$ cat config.mk
export PLATFORM = sky130hd
export DESIGN_NAME = uart_receiver
export DESIGN_NICKNAME = d
export VERILOG_FILES = /design/src/rtl/uart_pkg.sv /design/src/rtl/sync_2ff.sv /design/src/rtl/uart_receiver.sv
export SDC_FILE = /design/constraint.sdc
export NUM_CORES = 1
export LEC_CHECK = 0
export BUFFER_PORTS_ARGS = -buffer_cell sky130_fd_sc_hd__buf_2
export CORE_UTILIZATION = 60
export CTS_CLUSTER_SIZE = 28
export DETAILED_ROUTE_END_ITERATION = 10
export GPL_TIMING_DRIVEN = 0
export MAX_ROUTING_LAYER = met4
export PLACE_DENSITY = 0.85
export SYNTH_ARGS = -nofsm -noshare
export SYNTH_HDL_FRONTEND = slang
export SYNTH_HIERARCHICAL = 1
export SYNTH_SLANG_ARGS = --single-unit
$ cat constraint.sdc
create_clock -name clk -period 5.4 [get_ports clk]
set_clock_uncertainty 0.1 [all_clocks]
set_input_delay 1.08 -clock clk [delete_from_list [all_inputs] [get_ports clk]]
set_output_delay 1.08 -clock clk [all_outputs]
set_load 0.005 [all_outputs]
$ cat src/rtl/uart_pkg.sv
// Shared UART definitions: receiver/transmitter state encoding and default
// frame geometry.
package uart_pkg;

    localparam int UART_OVERSAMPLE = 16;
    localparam int UART_DATA_BITS  = 8;

    typedef enum logic [2:0] {
        IDLE,
        START,
        DATA,
        PARITY,
        STOP
    } rx_state_t;

endpackage

$ cat src/rtl/sync_2ff.sv
// Two-flop synchroniser for a single asynchronous input bit.
// The reset value is chosen so that an idle line reads as inactive.
module sync_2ff #(
    parameter logic RST_VAL = 1'b1
) (
    input  logic clk,
    input  logic rst_n,
    input  logic d_i,
    output logic q_o
);

    logic meta_q;
    logic sync_q;

    always_ff @(posedge clk or negedge rst_n) begin
        if (!rst_n) begin
            meta_q <= RST_VAL;
            sync_q <= RST_VAL;
        end else begin
            meta_q <= d_i;
            sync_q <= meta_q;
        end
    end

    assign q_o = sync_q;

endmodule

$ cat src/rtl/uart_receiver.sv
// UART receive stage: 16x oversampled start/data/parity/stop framing with
// a one-cycle valid strobe and sticky per-frame error flags.
module uart_receiver
    import uart_pkg::*;
#(
    parameter int OVERSAMPLE = UART_OVERSAMPLE,
    parameter int DATA_BITS  = UART_DATA_BITS,
    parameter bit PARITY_ODD = 1'b0
) (
    input  logic                 clk,
    input  logic                 reset,
    input  logic                 sample_ENABLE,
    input  logic                 Rx_EN,
    input  logic                 RxD,
    output logic [DATA_BITS-1:0] Rx_DATA,
    output logic                 Rx_VALID,
    output logic                 Rx_PERROR,
    output logic                 Rx_FERROR
);

    localparam int CW = $clog2(OVERSAMPLE);
    localparam int BW = (DATA_BITS > 1) ? $clog2(DATA_BITS) : 1;

    localparam logic [CW-1:0] CNT_MAX  = CW'(OVERSAMPLE - 1);
    localparam logic [CW-1:0] CNT_HALF = CW'(OVERSAMPLE / 2 - 1);
    localparam logic [BW-1:0] BIT_MAX  = BW'(DATA_BITS - 1);

    logic rxd_s;

    rx_state_t            state_q, state_d;
    logic [CW-1:0]        cnt_q, cnt_d;
    logic [BW-1:0]        bit_q, bit_d;
    logic [DATA_BITS-1:0] shift_q, shift_d;
    logic [DATA_BITS-1:0] data_q, data_d;
    logic                 par_err_q, par_err_d;
    logic                 valid_q, valid_d;
    logic                 perr_q, perr_d;
    logic                 ferr_q, ferr_d;
    logic [CW-1:0]        cnt_inc;

    sync_2ff #(
        .RST_VAL (1'b1)
    ) u_rxd_sync (
        .clk   (clk),
        .rst_n (reset),
        .d_i   (RxD),
        .q_o   (rxd_s)
    );

    assign cnt_inc = cnt_q + 1'b1;

    always_comb begin
        state_d   = state_q;
        cnt_d     = cnt_q;
        bit_d     = bit_q;
        shift_d   = shift_q;
        data_d    = data_q;
        par_err_d = par_err_q;
        valid_d   = 1'b0;
        perr_d    = perr_q;
        ferr_d    = ferr_q;

        if (state_q != IDLE && !Rx_EN) begin
            state_d = IDLE;
            cnt_d   = '0;
            bit_d   = '0;
        end else if (sample_ENABLE) begin
            unique case (state_q)
                IDLE: begin
                    if (Rx_EN && !rxd_s) begin
                        state_d = START;
                        cnt_d   = '0;
                    end
                end
                // Detecting tick counts as the first half-bit tick.
                START: begin
                    cnt_d = cnt_inc;
                    if (cnt_inc == CNT_HALF) begin
                        cnt_d = '0;
                        if (!rxd_s) begin
                            state_d = DATA;
                            bit_d   = '0;
                            perr_d  = 1'b0;
                            ferr_d  = 1'b0;
                        end else begin
                            state_d = IDLE;
                        end
                    end
                end
                DATA: begin
                    cnt_d = cnt_inc;
                    if (cnt_q == CNT_MAX) begin
                        cnt_d   = '0;
                        shift_d = {rxd_s, shift_q[DATA_BITS-1:1]};
                        bit_d   = bit_q + 1'b1;
                        if (bit_q == BIT_MAX) begin
                            bit_d   = '0;
                            state_d = PARITY;
                        end
                    end
                end
                PARITY: begin
                    cnt_d = cnt_inc;
                    if (cnt_q == CNT_MAX) begin
                        cnt_d     = '0;
                        par_err_d = ((^shift_q) ^ rxd_s) != PARITY_ODD;
                        state_d   = STOP;
                    end
                end
                STOP: begin
                    cnt_d = cnt_inc;
                    if (cnt_q == CNT_MAX) begin
                        cnt_d   = '0;
                        ferr_d  = !rxd_s;
                        perr_d  = par_err_q;
                        state_d = IDLE;
                        if (rxd_s && !par_err_q) begin
                            data_d  = shift_q;
                            valid_d = 1'b1;
                        end
                    end
                end
                default: begin
                    state_d = IDLE;
                    cnt_d   = '0;
                    bit_d   = '0;
                end
            endcase
        end
    end

    always_ff @(posedge clk or negedge reset) begin
        if (!reset) begin
            state_q   <= IDLE;
            cnt_q     <= '0;
            bit_q     <= '0;
            shift_q   <= '0;
            data_q    <= '0;
            par_err_q <= 1'b0;
            valid_q   <= 1'b0;
            perr_q    <= 1'b0;
            ferr_q    <= 1'b0;
        end else begin
            state_q   <= state_d;
            cnt_q     <= cnt_d;
            bit_q     <= bit_d;
            shift_q   <= shift_d;
            data_q    <= data_d;
            par_err_q <= par_err_d;
            valid_q   <= valid_d;
            perr_q    <= perr_d;
            ferr_q    <= ferr_d;
        end
    end

    assign Rx_DATA   = data_q;
    assign Rx_VALID  = valid_q;
    assign Rx_PERROR = perr_q;
    assign Rx_FERROR = ferr_q;

endmodule
==> impl_metrics.json <==
{
  "synth-main-ff-cell": "sky130_fd_sc_hd__dfrtp_1",
  "cts.hold.buffers_added": 0,
  "synthArstFlopShare_pct": 100,
  "wl_per_cell_um": 15.6,
  "routability_driven_placement_congestion_ratio": 0.950,
  "period_needed_ns": 2.40,
  "layout-drive-gt1-share_pct": 28.0,
  "clk_path_buf_depth": 2,
  "totalWireLength_um": 3380,
  "number_of_enable_type_register_cells_in_the_synthesized_netlist": 0,
  "timing.hold.ws_ns": 0.262,
  "crit_arrival_ns": 2.56,
  "power.net_switching_uw": 202,
  "dieArea_um2": 3100,
  "fillers": 213,
  "cellInternalPower_uw": 374,
  "power_per_cell_area_nw_per_um2": 302,
  "status": "completed",
  "cts-htree-levels": 2,
  "grt_setup_unrepaired": "false",
  "cell_area_after_synthesis_um2": 1730,
  "cts_inserted_buffers": 5,
  "power.ir.vdd_worst_mv": 0.253,
  "num-nets-final": 194,
  "route.vias.total": 1310,
  "worst_path_max_delay_cell": "sky130_fd_sc_hd__or2_2",
  "grt_max_degree": 33,
  "initial_core_util_pct": 63.2,
  "largest_cells_by_area_after_synthesis": "sky130_fd_sc_hd__dfrtp_1 (43%), sky130_fd_sc_hd__mux2_2 (11%), sky130_fd_sc_hd__nand2_1 (4.1%), sky130_fd_sc_hd__dfstp_2 (3.0%), sky130_fd_sc_hd__xnor2_1 (3.0%)",
  "tightestPinTransition_ns": 0.694,
  "globalRouteTotalUtil_pct": 26.4,
  "largest_fanout_on_the_critical_path": 10,
  "ys_warn_count": 6,
  "grt_pass1_wl_um": 6040,
  "timing.final.hold_violations": 0,
  "synthDistinctLibCells": 41,
  "drv_cap": 0,
  "tritoncts_clock_tree": "built",
  "postSynthRegisterBits": 32,
  "first_pass_iteration_count_of_the_detailed_router": 4,
  "final_max_slew_viol_count": 0,
  "post_synth_most_frequent_cells": "sky130_fd_sc_hd__dfrtp_1 (30), sky130_fd_sc_hd__nand2_1 (19), sky130_fd_sc_hd__mux2_2 (17), sky130_fd_sc_hd__nor2_1 (8)",
  "drt-initial-drc-count": 46,
  "holdCritPathClass": "register to register",
  "core_area_um2": 2730,
  "cellLeakagePower_nw": 0.922,
  "critPathRequiredTime_ns": 5.56,
  "yosysSeqAreaShare_pct": 46.5,
  "clkSlewWorstSetupHoldPaths_ns": 0.11,
  "sequential_fraction_of_design_power_pct": 49.5,
  "ioPinCount": 16,
  "final-setup-viol-count": 0,
  "fmaxAchievable_mhz": 417,
  "register_area_um2": 803,
  "drt-vias-per-instance": 6.04,
  "clock_tree_root_driver_cell": "sky130_fd_sc_hd__clkbuf_4",
  "area_of_combinational_cells_with_multiple_inputs_um2": 871,
  "share_clk_of_total_power_pct": 26.4,
  "synth_largest_type_area_fraction_pct": 43.4,
  "postSynthCellCount": 163,
  "synth.avg_cell_area_um2": 10.6,
  "die_height_um": 55.7,
  "finalSetupTns_ns": 0,
  "antenna-diode-count": 0,
  "clock-sinks": 32,
  "worst-setup-path-type": "primary input to register",
  "clk-insertion-delay-late_ns": 0.34,
  "synth.most_common_cell": "sky130_fd_sc_hd__dfrtp_1",
  "grt.overflow.total": 0,
  "post_cts.repair.setup_buffers": 0,
  "timing.critical_path.max_delay_family": "compound AO/OA/AOI/OAI gates",
  "critical_path.endpoint_type": "register",
  "cp_num_buf_inv": 2,
  "critical_path_source_type": "primary input",
  "postCtsResizedCells": 0,
  "max_transition_margin_pct": 53.7,
  "core.rowCount": 19,
  "yosys.area.top_type": "sky130_fd_sc_hd__dfrtp_1",
  "min_period_over_period_pct": 44.4,
  "dp.final_hpwl_um": 2360,
  "post-route-drc-count": 0,
  "port_buffers": 15,
  "mappedNetlistNets": 172,
  "cp_slowest_stage_delay_ns": 0.35,
  "antenna_found_initial": 0,
  "critical_path.cell_chain": "buf_2 -> clkbuf_1 -> a22o_1 -> or2_2 -> a2111oi_0 -> a21oi_1 -> o21ai_0",
  "number_of_antenna_violating_nets_in_the_routed_design": 0,
  "grt_pass1_vias": 1350,
  "fp.dieW_um": 55.7,
  "netSwitchingFraction_pct": 35.1,
  "power.combinational.fraction_pct": 24.1,
  "area_growth_syn_to_layout_pct": 10.4
}
==> cell type report <==
cell class	count	share of cell area, %
buffer	6	1.84
multi-input combinational	120	45.6
tap	31	2.03
inverter	5	0.984
sequential	32	42.1
timing repair buffer	15	3.93
clock buffer	6	2.69
clock inverter	2	0.787
==> final timing paths <==
check | cells after the start | slack, ns | from | to
max | 7 | 3.00 | Rx_EN | state_q[0]$_DFFE_PN0P_
min | 0 | 0.26 | u_rxd_sync/meta_q$_DFF_PN1_ | u_rxd_sync/q_o$_DFF_PN1_
max reg2reg | 7 | 3.01 | cnt_q[0]$_DFFE_PN0P_ | Rx_PERROR$_DFFE_PN0P_
min reg2reg | 0 | 0.26 | u_rxd_sync/meta_q$_DFF_PN1_ | u_rxd_sync/q_o$_DFF_PN1_
max in group asynchronous | 1 | 4.08 | reset | Rx_FERROR$_DFFE_PN0P_
min in group asynchronous | 1 | 0.67 | reset | state_q[0]$_DFFE_PN0P_
==> placed cells by master, fill, tap and decap left out, types with 5 or more instances in the layout <==
| master | count |
|---|---|
| sky130_fd_sc_hd__a21oi_1 | 5 |
| sky130_fd_sc_hd__nor2_1 | 8 |
| sky130_fd_sc_hd__clkbuf_4 | 5 |
| sky130_fd_sc_hd__xnor2_1 | 6 |
| sky130_fd_sc_hd__nand2_1 | 19 |
| sky130_fd_sc_hd__o21ai_0 | 7 |
| sky130_fd_sc_hd__buf_2 | 18 |
| sky130_fd_sc_hd__dfrtp_1 | 30 |
| sky130_fd_sc_hd__nand3_1 | 7 |
| sky130_fd_sc_hd__mux2_2 | 17 |
| sky130_fd_sc_hd__inv_1 | 5 |
==> cells by family after synthesis <==
family,share of synthesized area [%]
AO/OA/AOI/OAI,13.5
AND/OR/NAND/NOR,17.7
adder cells (fa/ha/maj),2.90
multiplexers,12.2
flip-flops,46.5
XOR/XNOR,4.06
buffers and inverters,3.11
==> routing by layer <==
layer  vias to the layer above  share of wire (%)  track usage (%)
li1                        636                  -                -
met1                       618                 43             30.9
met2                        47                 48             42.5
met3                         9                5.1             5.81
met4                         0                3.2             13.9
met5                         -                  0                -
==> power by group through the flow <==
| stage | sequential (mW) | clock, mW | combinational, mW |
|---|---|---|---|
| finish | 0.285 | 0.152 | 0.139 |
| global route | 0.289 | 0.163 | 0.158 |
| CTS | 0.285 | 0.156 | 0.138 |
| detailed placement | 0.290 | 0 | 0.137 |
| global placement | 0.287 | 0 | 0.131 |
| floorplan | 0.282 | 0 | 0.104 |
==> state kept, by name, indices dropped and copies added (netlist names) <==
signal,cells
Rx_FERROR,1
u_rxd_sync/q_o,1
Rx_VALID,1
Rx_DATA,8
par_err_q,1
Rx_PERROR,1
state_q,3
cnt_q,4
shift_q,8
u_rxd_sync/meta_q,1
bit_q,3
==> per-stage QoR <==
stage	cell area (um2)	worst slack, ns	util (%)	power [mW]	std cells
4_1_cts	1910	3.02	69.8	0.579	217
3_3_place_gp	1840	2.72	67.4	0.418	209
5_1_grt	1910	2.86	69.8	0.609	217
6_report	1910	3.00	69.8	0.577	217
2_1_floorplan	1730	3.00	-	0.386	163
3_5_place_dp	1840	2.66	67.4	0.427	209
(Power assumes the default switching activity.)
